### config.mk
export PLATFORM = sky130hd
export DESIGN_NAME = mem_lsu_flat
export DESIGN_NICKNAME = d
export VERILOG_FILES = /design/src/rtl/mem_lsu_pkg.sv /design/src/rtl/mem_lsu_if.sv /design/src/rtl/mem_lsu_align.sv /design/src/rtl/mem_lsu.sv /design/src/flat_wrapper.sv
export SDC_FILE = /design/constraint.sdc
export NUM_CORES = 1
export LEC_CHECK = 0
export BUFFER_PORTS_ARGS = -buffer_cell sky130_fd_sc_hd__buf_2
export CORE_MARGIN = 2
export CORE_UTILIZATION = 25
export CTS_CLUSTER_SIZE = 20
export DETAILED_ROUTE_END_ITERATION = 12
export PLACE_DENSITY = 0.52
export SETUP_SLACK_MARGIN = 0.2
export SLEW_MARGIN = 20
export SYNTH_ARGS = -nofsm -noshare
export SYNTH_HDL_FRONTEND = slang
export SYNTH_HIERARCHICAL = 1
export SYNTH_SLANG_ARGS = --single-unit
export TNS_END_PERCENT = 10
### constraint.sdc
create_clock -name clk_i -period 3.7 [get_ports clk_i]
set_input_delay 0.925 -clock clk_i [delete_from_list [all_inputs] [get_ports clk_i]]
set_output_delay 0.925 -clock clk_i [all_outputs]
set_load 0.05 [all_outputs]
### src/rtl/mem_lsu_pkg.sv
// Shared types and helpers for the MEM-stage load/store unit.
// Latency: none, declarations only. Backpressure: not applicable.
package mem_lsu_pkg;

    localparam int DATA_WIDTH = 32;
    localparam logic [DATA_WIDTH-1:0] ZERO = '0;
    localparam logic WRITE_DISABLE = 1'b0;

    typedef enum logic [3:0] {
        MEM_NOP = 4'd0,
        MEM_LB  = 4'd1,
        MEM_LH  = 4'd2,
        MEM_LW  = 4'd3,
        MEM_LBU = 4'd4,
        MEM_LHU = 4'd5,
        MEM_SB  = 4'd6,
        MEM_SH  = 4'd7,
        MEM_SW  = 4'd8
    } mem_op_e;

    typedef enum logic [1:0] {
        ST_IDLE,
        ST_REQ,
        ST_RESP,
        ST_DONE
    } lsu_state_e;

    typedef struct packed {
        logic                  we;
        logic [DATA_WIDTH-1:0] addr;
        logic [3:0]            be;
        logic [DATA_WIDTH-1:0] wdata;
    } bus_req_t;

    function automatic logic is_load(input logic [3:0] op);
        case (op)
            MEM_LB, MEM_LH, MEM_LW, MEM_LBU, MEM_LHU: is_load = 1'b1;
            default:                                  is_load = 1'b0;
        endcase
    endfunction

    function automatic logic is_store(input logic [3:0] op);
        case (op)
            MEM_SB, MEM_SH, MEM_SW: is_store = 1'b1;
            default:                is_store = 1'b0;
        endcase
    endfunction

    function automatic logic is_misaligned(input logic [3:0] op, input logic [1:0] a);
        case (op)
            MEM_LH, MEM_LHU, MEM_SH: is_misaligned = a[0];
            MEM_LW, MEM_SW:          is_misaligned = |a;
            default:                 is_misaligned = 1'b0;
        endcase
    endfunction

endpackage

### src/rtl/mem_lsu_if.sv
// req/gnt/rvalid data bus between the load/store unit and memory.
// Latency: wires only. Backpressure: gnt holds off a request, rvalid follows gnt.
interface mem_lsu_if;
    import mem_lsu_pkg::*;

    logic                  req;
    logic                  we;
    logic [DATA_WIDTH-1:0] addr;
    logic [3:0]            be;
    logic [DATA_WIDTH-1:0] wdata;
    logic                  gnt;
    logic                  rvalid;
    logic [DATA_WIDTH-1:0] rdata;

    modport master (output req, we, addr, be, wdata, input gnt, rvalid, rdata);
    modport slave  (input req, we, addr, be, wdata, output gnt, rvalid, rdata);
endinterface

### src/rtl/mem_lsu_align.sv
// Byte-enable / store-lane replication and load lane extraction with extension.
// Latency: combinational. Backpressure: none.
module mem_lsu_align
    import mem_lsu_pkg::*;
(
    input  logic [3:0]            op,
    input  logic [1:0]            addr_lo,
    input  logic [DATA_WIDTH-1:0] st_data,
    input  logic [DATA_WIDTH-1:0] rdata,
    output logic [3:0]            be,
    output logic [DATA_WIDTH-1:0] wdata,
    output logic [DATA_WIDTH-1:0] ld_data
);

    logic [DATA_WIDTH-1:0] lane;

    always_comb begin
        be    = 4'b0000;
        wdata = ZERO;
        case (op)
            MEM_LB, MEM_LBU, MEM_SB: begin
                be    = 4'b0001 << addr_lo;
                wdata = {4{st_data[7:0]}};
            end
            MEM_LH, MEM_LHU, MEM_SH: begin
                be    = addr_lo[1] ? 4'b1100 : 4'b0011;
                wdata = {2{st_data[15:0]}};
            end
            MEM_LW, MEM_SW: begin
                be    = 4'b1111;
                wdata = st_data;
            end
            default: ;
        endcase
    end

    // Move the addressed byte/half down to bit 0 before extending.
    assign lane = rdata >> {addr_lo, 3'b000};

    always_comb begin
        ld_data = ZERO;
        case (op)
            MEM_LB:  ld_data = {{24{lane[7]}}, lane[7:0]};
            MEM_LBU: ld_data = {24'h0, lane[7:0]};
            MEM_LH:  ld_data = {{16{lane[15]}}, lane[15:0]};
            MEM_LHU: ld_data = {16'h0, lane[15:0]};
            MEM_LW:  ld_data = rdata;
            default: ;
        endcase
    end

endmodule

### src/rtl/mem_lsu.sv
// MEM-stage load/store unit: runs one exe_mem access on the data bus, returns extended load data.
// Latency: store >=2 stall cycles, load >=3; each gnt/rvalid wait cycle adds one. Backpressure: stallreq_o freezes the pipe.
module mem_lsu
    import mem_lsu_pkg::*;
(
    input  logic                  clk_i,
    input  logic                  rst_n_i,
    input  logic [4:0]            reg_waddr_i,
    input  logic                  reg_we_i,
    input  logic [DATA_WIDTH-1:0] reg_wdata_i,
    input  logic                  mem_we_i,
    input  logic [DATA_WIDTH-1:0] mem_addr_i,
    input  logic [DATA_WIDTH-1:0] mem_data_i,
    input  logic [3:0]            mem_op_i,
    mem_lsu_if.master             dbus,
    output logic [4:0]            reg_waddr_o,
    output logic                  reg_we_o,
    output logic [DATA_WIDTH-1:0] reg_wdata_o,
    output logic                  stallreq_o,
    output logic                  misalign_o
);

    lsu_state_e            state_q, state_d;
    bus_req_t              bus_q;
    logic                  req_q;
    logic [DATA_WIDTH-1:0] rdata_q;
    logic                  mem_vld;
    logic                  active;
    logic                  capture;
    logic [3:0]            be;
    logic [DATA_WIDTH-1:0] wdata;
    logic [DATA_WIDTH-1:0] ld_data;
    logic                  unused_mem_we;

    // The op code alone decides direction; the store flag is redundant.
    assign unused_mem_we = mem_we_i;

    assign mem_vld    = is_load(mem_op_i) | is_store(mem_op_i);
    assign misalign_o = mem_vld & is_misaligned(mem_op_i, mem_addr_i[1:0]);
    assign active     = mem_vld & ~misalign_o;

    mem_lsu_align u_align (
        .op      (mem_op_i),
        .addr_lo (mem_addr_i[1:0]),
        .st_data (mem_data_i),
        .rdata   (dbus.rdata),
        .be      (be),
        .wdata   (wdata),
        .ld_data (ld_data)
    );

    always_ff @(posedge clk_i or negedge rst_n_i) begin
        if (!rst_n_i) begin
            state_q <= ST_IDLE;
        end else begin
            state_q <= state_d;
        end
    end

    always_comb begin
        state_d = state_q;
        case (state_q)
            ST_IDLE: if (active)      state_d = ST_REQ;
            ST_REQ:  if (dbus.gnt)    state_d = bus_q.we ? ST_DONE : ST_RESP;
            ST_RESP: if (dbus.rvalid) state_d = ST_DONE;
            ST_DONE:                  state_d = ST_IDLE;
            default:                  state_d = ST_IDLE;
        endcase
    end

    always_comb begin
        stallreq_o  = active && (state_q != ST_DONE);
        capture     = active && (state_q == ST_IDLE);
        reg_waddr_o = reg_waddr_i;
        reg_we_o    = reg_we_i;
        reg_wdata_o = reg_wdata_i;
        if (mem_vld) begin
            reg_we_o    = WRITE_DISABLE;
            reg_wdata_o = ZERO;
            // Load data is only released in the cycle the pipeline advances.
            if (active && is_load(mem_op_i) && (state_q == ST_DONE)) begin
                reg_we_o    = reg_we_i;
                reg_wdata_o = rdata_q;
            end
        end
    end

    always_ff @(posedge clk_i or negedge rst_n_i) begin
        if (!rst_n_i) begin
            bus_q   <= '0;
            req_q   <= 1'b0;
            rdata_q <= ZERO;
        end else begin
            if (capture) begin
                bus_q <= '{we:    is_store(mem_op_i),
                           addr:  {mem_addr_i[DATA_WIDTH-1:2], 2'b00},
                           be:    be,
                           wdata: wdata};
            end
            req_q <= (state_d == ST_REQ);
            if ((state_q == ST_RESP) && dbus.rvalid) begin
                rdata_q <= ld_data;
            end
        end
    end

    assign dbus.req   = req_q;
    assign dbus.we    = bus_q.we;
    assign dbus.addr  = bus_q.addr;
    assign dbus.be    = bus_q.be;
    assign dbus.wdata = bus_q.wdata;

endmodule

### src/flat_wrapper.sv
// flat-port wrapper written by rule: the top's interface ports become plain ports
module mem_lsu_flat import mem_lsu_pkg::*;
  (clk_i, rst_n_i, reg_waddr_i, reg_we_i, reg_wdata_i, mem_we_i, mem_addr_i, mem_data_i, mem_op_i, reg_waddr_o, reg_we_o, reg_wdata_o, stallreq_o, misalign_o, dbus_req, dbus_we, dbus_addr, dbus_be, dbus_wdata, dbus_gnt, dbus_rvalid, dbus_rdata);
  mem_lsu_if dbus_i ();
  input  logic clk_i;
  input  logic rst_n_i;
  input  logic [4:0] reg_waddr_i;
  input  logic reg_we_i;
  input  logic [DATA_WIDTH-1:0] reg_wdata_i;
  input  logic mem_we_i;
  input  logic [DATA_WIDTH-1:0] mem_addr_i;
  input  logic [DATA_WIDTH-1:0] mem_data_i;
  input  logic [3:0] mem_op_i;
  output logic [4:0] reg_waddr_o;
  output logic reg_we_o;
  output logic [DATA_WIDTH-1:0] reg_wdata_o;
  output logic stallreq_o;
  output logic misalign_o;
  output wire logic [$bits(dbus_i.req)-1:0] dbus_req;
  output wire logic [$bits(dbus_i.we)-1:0] dbus_we;
  output wire logic [$bits(dbus_i.addr)-1:0] dbus_addr;
  output wire logic [$bits(dbus_i.be)-1:0] dbus_be;
  output wire logic [$bits(dbus_i.wdata)-1:0] dbus_wdata;
  input wire logic [$bits(dbus_i.gnt)-1:0] dbus_gnt;
  input wire logic [$bits(dbus_i.rvalid)-1:0] dbus_rvalid;
  input wire logic [$bits(dbus_i.rdata)-1:0] dbus_rdata;
  assign dbus_req = dbus_i.req;
  assign dbus_we = dbus_i.we;
  assign dbus_addr = dbus_i.addr;
  assign dbus_be = dbus_i.be;
  assign dbus_wdata = dbus_i.wdata;
  assign dbus_i.gnt = dbus_gnt;
  assign dbus_i.rvalid = dbus_rvalid;
  assign dbus_i.rdata = dbus_rdata;
  mem_lsu u_core (.clk_i(clk_i), .rst_n_i(rst_n_i), .reg_waddr_i(reg_waddr_i), .reg_we_i(reg_we_i), .reg_wdata_i(reg_wdata_i), .mem_we_i(mem_we_i), .mem_addr_i(mem_addr_i), .mem_data_i(mem_data_i), .mem_op_i(mem_op_i), .dbus(dbus_i), .reg_waddr_o(reg_waddr_o), .reg_we_o(reg_we_o), .reg_wdata_o(reg_wdata_o), .stallreq_o(stallreq_o), .misalign_o(misalign_o));
endmodule
### After elaboration in Yosys (flattened, before gate mapping)

Index checks and enable logic that the tools add are counted.

| storage, ports and cells | value |
|---|---|
| flip-flop bits (word level) | 102 |
| latch bits | 0 |
| ROM bits | 0 |
| output and inout bits | 110 |
| bits of input ports | 143 |
| word-level logic and storage cells | 55 |
| memories kept | 0 |
| RAM bits | 0 |

| operators by class | value |
|---|---|
| equal/unequal tests | 13 |
| shift-type cells | 2 |
| div/mod/pow operators | 0 |
| multiply operators | 0 |
| magnitude comparators | 0 |
| muxes and demuxes | 17 |
| $add $sub $neg | 0 |
| bitwise operators | 4 |
| reduce and logical (&&, ||, !) cells | 12 |

Operators by type and width:

| cell | count |
|---|---|
| $pmux W32 S5 | 1 |
| $pmux W32 S3 | 1 |
| $mux W32 | 2 |
| $shr A32 B5 Y16 | 1 |
| $eq A4 B3 Y1 const B | 4 |
| $pmux W4 S3 | 1 |
| $reduce_or A3 Y1 | 3 |
| $eq A4 B2 Y1 const B | 2 |
| $pmux W2 S4 | 1 |
| $mux W1 | 6 |
| $mux W2 | 3 |
| $logic_and A1 B1 Y1 | 5 |
| $reduce_or A5 Y1 | 1 |
| $eq A2 B1 Y1 const B | 2 |
| $eq A2 B2 Y1 const B | 2 |
| $eq A4 B1 Y1 const B | 1 |
| $eq A4 B4 Y1 const B | 1 |
| $mux W4 | 1 |
| $reduce_or A2 Y1 | 2 |
| $shl A1 B2 Y4 const A | 1 |
| $and A1 B1 Y1 | 2 |
| $logic_not A2 Y1 | 1 |
| $ne A2 B2 Y1 const B | 1 |
| $pmux W1 S2 | 1 |
| 2 further kinds | 2 |

### Depth between registers and ports, before layout

Gate-level depths: netlist (run 1).

| depth | value |
|---|---|
| depth in word-level cells | 11 |
| mapped depth | 9 |

### Hierarchy

The synthesis (run 1) kept the hierarchy.

Modules (own cells, without submodules):

| module | cells each | instances | area each (µm²) |
|---|---|---|---|
| mem_lsu | 359 | 1 | 4334.2 |
| mem_lsu_align | 240 | 1 | 1587.8 |

### Least setup slack after synthesis (run 1)

No wires, ideal clock.

| timing | value |
|---|---|
| path type | input to output |
| start point | in mem_op_i[0] |
| end point | out reg_wdata_o[10] |
| slack | 433 ps |
| data arrival time | 2342 ps |
| cell stages on the path | 5 |
| buffers on the path | 1 |
| data required time | 2775 ps |
| cell sequence | nor3_1 -> or4b_1 -> a21oi_2 -> buf_2 -> a22o_1 |

| on the way | value |
|---|---|
| word-level cells in the longest chain between the ends | 11 |
| elaborated cells on any way between the ends | 24 |

Ends and longest elaborated chain:

| item | RTL line | source |
|---|---|---|
| start, declared | flat_wrapper.sv:13 | `input logic [3:0] mem_op_i;` |
| $eq A4 B1 Y1 (tied with other cells) | mem_lsu_pkg.sv:36 | `case (op)` |
| $reduce_or A5 Y1 / $reduce_or A3 Y1 (equally long branches) | mem_lsu_pkg.sv:36, mem_lsu_pkg.sv:43 |  |
| $mux W1 (on tied branches) | mem_lsu_pkg.sv:36, mem_lsu_pkg.sv:43 |  |
| $or A1 B1 Y1 | mem_lsu.sv:38 | `assign mem_vld = is_load(mem_op_i) \| is_store(mem_op_i);` |
| $and A1 B1 Y1 | mem_lsu.sv:39 | `assign misalign_o = mem_vld & is_misaligned(mem_op_i, mem_addr_i[1:0]);` |
| $not A1 Y1 | mem_lsu.sv:40 | `assign active = mem_vld & ~misalign_o;` |
| $and A1 B1 Y1 | mem_lsu.sv:40 |  |
| $logic_and A1 B1 Y1 (2 in a row) | mem_lsu.sv:81 | `if (active && is_load(mem_op_i) && (state_q == ST_DONE)) begin` |
| $mux W32 | mem_lsu.sv:81 |  |
| $mux W32 * | mem_lsu.sv:77 | `if (mem_vld) begin` |
| end, declared | flat_wrapper.sv:16 | `output logic [DATA_WIDTH-1:0] reg_wdata_o;` |

Every way passes the cells marked *; elsewhere a longest branch is shown, timed or not. The select of a mux whose other input is x is not followed.

### Worst setup path in the final report (run 1)

| timing | value |
|---|---|
| start point | in mem_op_i[0] |
| end point | out reg_wdata_o[0] |

Same word-level chain as after synthesis.

==> out/metrics.csv, run 1 <==
metric,value,unit
status,finished clean,
drv_slew,0,
synth_area,0.00592,mm^2
min_path_type,flop to flop,
crit_start,mem_op_i[0],
postRouteAntennaNets,0,
max_slew_margin,0.517,
fillCellCount,2442,
fmax,0.289,GHz
n_antenna_cell,0,
routedWlPerCell,16.3,um
drt_wl_total,18600,um
sequentialPowerShare,0.324,
synth_seq_cells,102,
finalInstanceArea,0.00780,mm^2
firstDrtPassIters,4,
p_int,2.97,mW
finalHoldViolCount,0,
power_switching,2.82,mW
crit_type,input port to output port,
cp-start-kind,input port,
vias,5145,
final_layout_size_suffix_gt1_frac,0.398,
ys_seq_area_frac,0.431,
synth_area_per_cell,9.89,um^2
p_comb_frac,0.495,
first_iter_violations,275,
dieWidth,158,um
cts_buffers,9,
rows,56,
clock_skew,0.00810,ns
arrival,2.53,ns
clk_pin_slew,0.07,ns
synth_edf_count,0,
drv_cap,0,
antenna_found_initial,0,
crit_end,reg_wdata_o[0],
syn_inst,599,
tightest_slew,0.724,ns
grt_pass1_wl,27800,um
chipHeight,158,um
io-pin-count,253,
hpwl,13400,um
start_util,0.254,
coreArea,0.0233,mm^2
pre_cts_slack,0.257,ns
portBuffers,239,
async_flop_share,1.00,
setup_tns,0,ns
reg2reg_from,u_core/state_q[0]$_DFF_PN0_,
place.gp.congestion,0.790,
mostFrequentLayoutCells,"235 x buf_2, 150 x nand2_1, 102 x dfrtp_1",
placed_area,0.00746,mm^2
reg2reg_to,u_core/state_q[0]$_DFF_PN0_,
critPathCaptureType,output port,
die_area,0.0249,mm^2
ys_warn_count,6,
drc,0,
final_common_cell,buf_2,
ys.flop_type,dfrtp_1,
required,2.77,ns
leakage,4.13,nW
first_global_vias,4731,
grt_use_total,0.146,
rrSetupSlack,1.94,ns
vdd_drop_max,0.000447,V
cp_max_fo,33,
switching_share,0.487,
insertion_delay,0.36,ns
cts_tree,built,
viasPerCell,4.50,
ys_types,47,
hold_depth,1,
final.min_clock_period,3.46,ns
grt_max_degree,68,
area_growth,31.7,%
cts.path.max_buffers,2,
reg2reg_depth,5,
ctsHtreeMaxLevel,3,
power_density,742,mW/mm^2
clock_sinks,102,
period_share,0.934,
cts_setup_buffers,0,
num-nets-final,962,
clock_tree.root_cell,clkbuf_16,
setup_viol_count_final,0,
setup_ws,0.242,ns
overflow,0,
rsz0062_at_grt,true,
clkPwrFrac,0.181,
[routing by layer]
layer / GRT usage / wire length [um] / vias up
met5: 0 / 0 / -
met4: 0.0403 / 175 / 0
met3: 0.0230 / 910 / 11
met2: 0.233 / 8760 / 162
met1: 0.204 / 8740 / 2433
li1: - / - / 2539
[state kept, by name (all words and copies together), names as in the netlist]
| name | cells |
|---|---|
| u_core/dbus.wdata | 32 |
| u_core/dbus.req | 1 |
| u_core/state_q | 2 |
| u_core/dbus.addr | 30 |
| u_core/rdata_q | 32 |
| u_core/dbus.be | 4 |
| u_core/dbus.we | 1 |
[power by group through the flow]
stage                     logic, mW  registers [mW]  clock network [mW]
after floorplan               0.909            3.13                   0
after global placement         2.87            1.89                   0
after detailed placement       2.89            1.91                   0
after CTS                      2.90            1.89                1.09
after global routing           3.03            1.95                1.13
final                          2.87            1.88                1.05
[worst min path at each step]
stage | start | end | slack (ns)
after global routing | u_core/dbus.addr[15]$_DFFE_PN0P_ | u_core/dbus.addr[15]$_DFFE_PN0P_ | 0.50
after global placement | u_core/dbus.addr[17]$_DFFE_PN0P_ | u_core/dbus.addr[17]$_DFFE_PN0P_ | 0.46
after floorplan | u_core/rdata_q[21]$_DFFE_PN0P_ | u_core/rdata_q[21]$_DFFE_PN0P_ | 0.45
after CTS | u_core/dbus.addr[17]$_DFFE_PN0P_ | u_core/dbus.addr[17]$_DFFE_PN0P_ | 0.49
final | u_core/dbus.be[2]$_DFFE_PN0P_ | u_core/dbus.be[2]$_DFFE_PN0P_ | 0.48
after detailed placement | u_core/dbus.addr[17]$_DFFE_PN0P_ | u_core/dbus.addr[17]$_DFFE_PN0P_ | 0.47
[repair_timing]
action                                  CTS  global route
hold buffers                              0             0
resized for setup                         0             4
endpoints found under the setup margin    0            29
[area by class of cell]
type,instances,area [um^2],area share
Clock buffer,10,239,0.0306
Inverter,13,48.8,0.00626
Multi-Input combinational cell,435,3070,0.394
Sequential cell,102,2550,0.327
Tap cell,319,399,0.0512
Timing Repair Buffer,258,1400,0.179
Clock inverter,6,87.6,0.0112
[synthesized netlist by cell type (2+ instances only)]
cell	number	area share
dfrtp_1	102	0.43
and2_1	16	0.017
o22ai_1	10	0.011
buf_1	2	0.0013
clkbuf_1	16	0.010
a22oi_1	10	0.013
o21ai_0	21	0.018
nand2_1	150	0.095
buf_2	16	0.014
mux2i_1	18	0.030
mux4_2	8	0.030
nor2_1	13	0.0082
inv_1	13	0.0082
xnor2_1	2	0.0030
nor3_1	2	0.0017
a21oi_1	10	0.0085
nand3b_1	2	0.0025
a21oi_2	2	0.0030
nand3_1	7	0.0059
buf_4	12	0.015
maj3_1	2	0.0034
mux2_2	37	0.070
mux2_1	30	0.057
nor2b_1	5	0.0053
a21o_1	8	0.010
nand2b_1	3	0.0032
and3_1	2	0.0021
buf_6	4	0.0076
a22o_1	49	0.072
a2bb2oi_1	8	0.012
o21a_1	2	0.0025
or3b_2	2	0.0030
[through the flow]
step,instances,hold slack (ns),util,power (mW)
6_report,1143,0.483,0.334,5.79
2_1_floorplan,600,0.446,-,4.04
5_1_grt,1143,0.499,0.334,6.12
3_5_place_dp,1127,0.469,0.320,4.80
4_1_cts,1143,0.488,0.334,5.87
3_3_place_gp,1127,0.464,0.320,4.76
[logic make-up after synthesis]
group,count (synthesis),share of synthesized area
buf+inv,63,0.0560
compound gates,127,0.161
other cells,1,0.000633
xor+xnor,3,0.00444
simple gates,208,0.155
fa+ha+maj,2,0.00338
flops,102,0.431
mux,93,0.188
[worst max-delay path, cell delays in order]
cell and delay [ns]:
buf_2 0.15, nor3_1 0.09, or4b_1 0.55, a21oi_4 0.16
buf_12 0.20, a22o_1 0.16, buf_2 0.25
Power figures use the tool's default switching activity.
==> run 2: changes to the inputs <==
PLACE_DENSITY = 0.53   (was 0.52)
SLEW_MARGIN = 5   (was 20)
SYNTH_HIERARCHICAL = not set   (was 1)
==> run 2 against run 1 <==
Final cell count shrank 4.9%. Power grew 1.3%. Count of clock-buffer cells in the layout grew 1. Wire length grew 3.6%. Die area shrank 3.7%. Sequential cell count is the same. Clock power shrank 11%. Synthesized cell count shrank 3.3%. Critical path type unchanged. Highest routed layer is now met5.
==> out/metrics.csv, run 2 <==
metric,value,unit
status,finished clean,
portBuffers,239,
finalPower,5.86,mW
chipHeight,155,um
postRouteAntennaNets,0,
fillCellCount,2355,
viasPerCell,4.85,
pre_cts_slack,0.158,ns
cp_max_fo,14,
coreArea,0.0225,mm^2
start_util,0.253,
syn_inst,579,
setup_viol_count_final,0,
synth_area_per_cell,9.85,um^2
synthTopCellsByCount,"102 x dfrtp_1, 99 x nand2_1, 65 x o21ai_0, 51 x mux2_2, 33 x nand3_1",
dieWidth,155,um
ys_warn_count,0,
synth_edf_count,0,
insertion_delay,0.35,ns
ctsHtreeMaxLevel,3,
critPathMaxStageDelay,0.42,ns
clock_skew,0.0121,ns
synth_seq_cells,102,
async_flop_share,1.00,
crit_type,input port to output port,
ys_types,51,
final_common_cell,buf_2,
synth_most_common_cell,dfrtp_1,
firstDrtPassIters,5,
overflow,0,
clock_tree.root_cell,clkbuf_16,
crit_chain,"buf_2, nor3_4, xnor2_4, buf_4, nand2_1, o21ai_0, buf_2",
synthTopCellsByArea,"dfrtp_1 45%, mux2_2 10%, nand2_1 6.5%, o21ai_0 5.7%, a22oi_1 3.4%",
area_growth,31.9,%
vias,5274,
place.gp.congestion,0.755,
drt_wl_total,19300,um
seq_area,0.00255,mm^2
clock_sinks,102,
cts_buffers,9,
synth_area,0.00570,mm^2
first_global_vias,5148,
cts_setup_buffers,0,
finalHoldViolCount,0,
num-nets-final,937,
critPathCaptureType,output port,
vdd_drop_max,0.000448,V
drv_cap,0,
final_layout_size_suffix_gt1_frac,0.433,
ys_seq_area_frac,0.448,
tightest_slew,1.05,ns
io-pin-count,253,
yosysTopAreaCellShare,0.448,
mostFrequentLayoutCells,"237 x buf_2, 102 x dfrtp_1, 99 x nand2_1",
required,2.77,ns
grt_pass1_wl,29800,um
fmax,0.294,GHz
die_area,0.0240,mm^2
period_share,0.919,
clk_pin_slew,0.07,ns
leakage,3.73,nW
grt_use_total,0.159,
critical-path-slowest-cell,nor3_4,
cts.path.max_buffers,2,
first_iter_violations,335,
drv_slew,0,
routedWlPerCell,17.7,um
arrival,2.48,ns
rows,55,
synth_top_area_cell,dfrtp_1,
cts_tree,built,
ys.flop_type,dfrtp_1,
grt_max_degree,68,
multi_input_area,0.00283,mm^2
hpwl,13600,um
rsz0062_at_grt,true,
power_density,780,mW/mm^2
min_path_type,flop to flop,
antenna_found_initial,4,
cp-start-kind,input port,
drc,0,
max_slew_margin,0.292,
final.min_clock_period,3.40,ns
setup_ws,0.298,ns
cpMostUsedCell,buf_2,
-- run 2: changes by cell type after synthesis, moves of 16 or more --
cell     change
mux2_1      -30
o21ai_0     +44
nand3_1     +26
nand2_1     -51
a22oi_1     +16
a22o_1      -34
-- run 2: logic make-up (layout without fill, tap and decap cells) --
family | Yosys count | after routing | share of synthesized area
AND/OR/NAND/NOR | 164 | 164 | 0.133
AO/OA/AOI/OAI | 151 | 151 | 0.184
flip-flops | 102 | 102 | 0.448
buffers and inverters | 82 | 301 | 0.0667
multiplexers | 77 | 77 | 0.164
XOR/XNOR | 2 | 2 | 0.00307
other | 1 | 5 | 0.000658
-- run 2: worst paths after layout --
kind | from | end | slack (ns) | cells past startpoint
worst max-delay path | mem_op_i[1] | reg_wdata_o[2] | 0.30 | 7
worst min-delay path | u_core.rdata_q[5]$_DFFE_PN0P_ | u_core.rdata_q[5]$_DFFE_PN0P_ | 0.49 | 2
worst max register to register | u_core.state_q[0]$_DFF_PN0_ | u_core.rdata_q[26]$_DFFE_PN0P_ | 1.82 | 4
worst min register to register | u_core.rdata_q[5]$_DFFE_PN0P_ | u_core.rdata_q[5]$_DFFE_PN0P_ | 0.49 | 2
max in group asynchronous | rst_n_i | u_core.dbus.wdata[16]$_DFFE_PN0P_ | 2.32 | 2
min in group asynchronous | rst_n_i | u_core.dbus.wdata[24]$_DFFE_PN0P_ | 0.61 | 1
-- run 2: power by group --
part,total [mW],internal [mW],switching (mW)
Combinational,3.02,0.840,2.18
Clock,0.930,0.477,0.453
Sequential,1.92,1.64,0.274
-- run 2: area by class of cell --
| class | instances | area share |
|---|---|---|
| Multi-Input combinational cell | 396 | 0.376 |
| Sequential cell | 102 | 0.340 |
| Timing Repair Buffer | 259 | 0.186 |
| Tap cell | 285 | 0.0474 |
| Clock buffer | 11 | 0.0323 |
| Inverter | 26 | 0.0130 |
| Clock inverter | 5 | 0.00449 |
| Antenna cell | 3 | 0.000999 |
-- run 2: metal layers --
metal,share of wire,vias up,track usage
li1,-,2502,-
met1,0.46,2568,0.215
met2,0.47,188,0.255
met3,0.060,14,0.0382
met4,0.0096,2,0.0384
met5,0.00067,-,0
-- run 2: what timing repair did --
item | 4_1_cts | 5_1_grt
hold buffers | 0 | 0
pin swaps | 0 | 0
resized for setup | 1 | 2
endpoints found under the hold margin | 0 | 0
endpoints found under the setup margin | 13 | 2
-- run 2: per-stage QoR --
stage               area (um^2)  instances  setup TNS (ns)  hold slack, ns   util
floorplan                  5700        580           -4.46           0.449      -
global placement           7220       1068               0           0.464  0.321
detailed placement         7220       1068               0           0.473  0.321
CTS                        7510       1084               0           0.493  0.334
global route               7510       1085               0           0.508  0.334
finish                     7520       1087               0           0.487  0.334
-- run 2: worst max-delay path: cells and delay by family --
family | cells | cell delay (ns)
AND/OR/NAND/NOR | 2 | 0.48
XOR/XNOR | 1 | 0.26
AO/OA/AOI/OAI | 1 | 0.06
buffers and inverters | 3 | 0.72
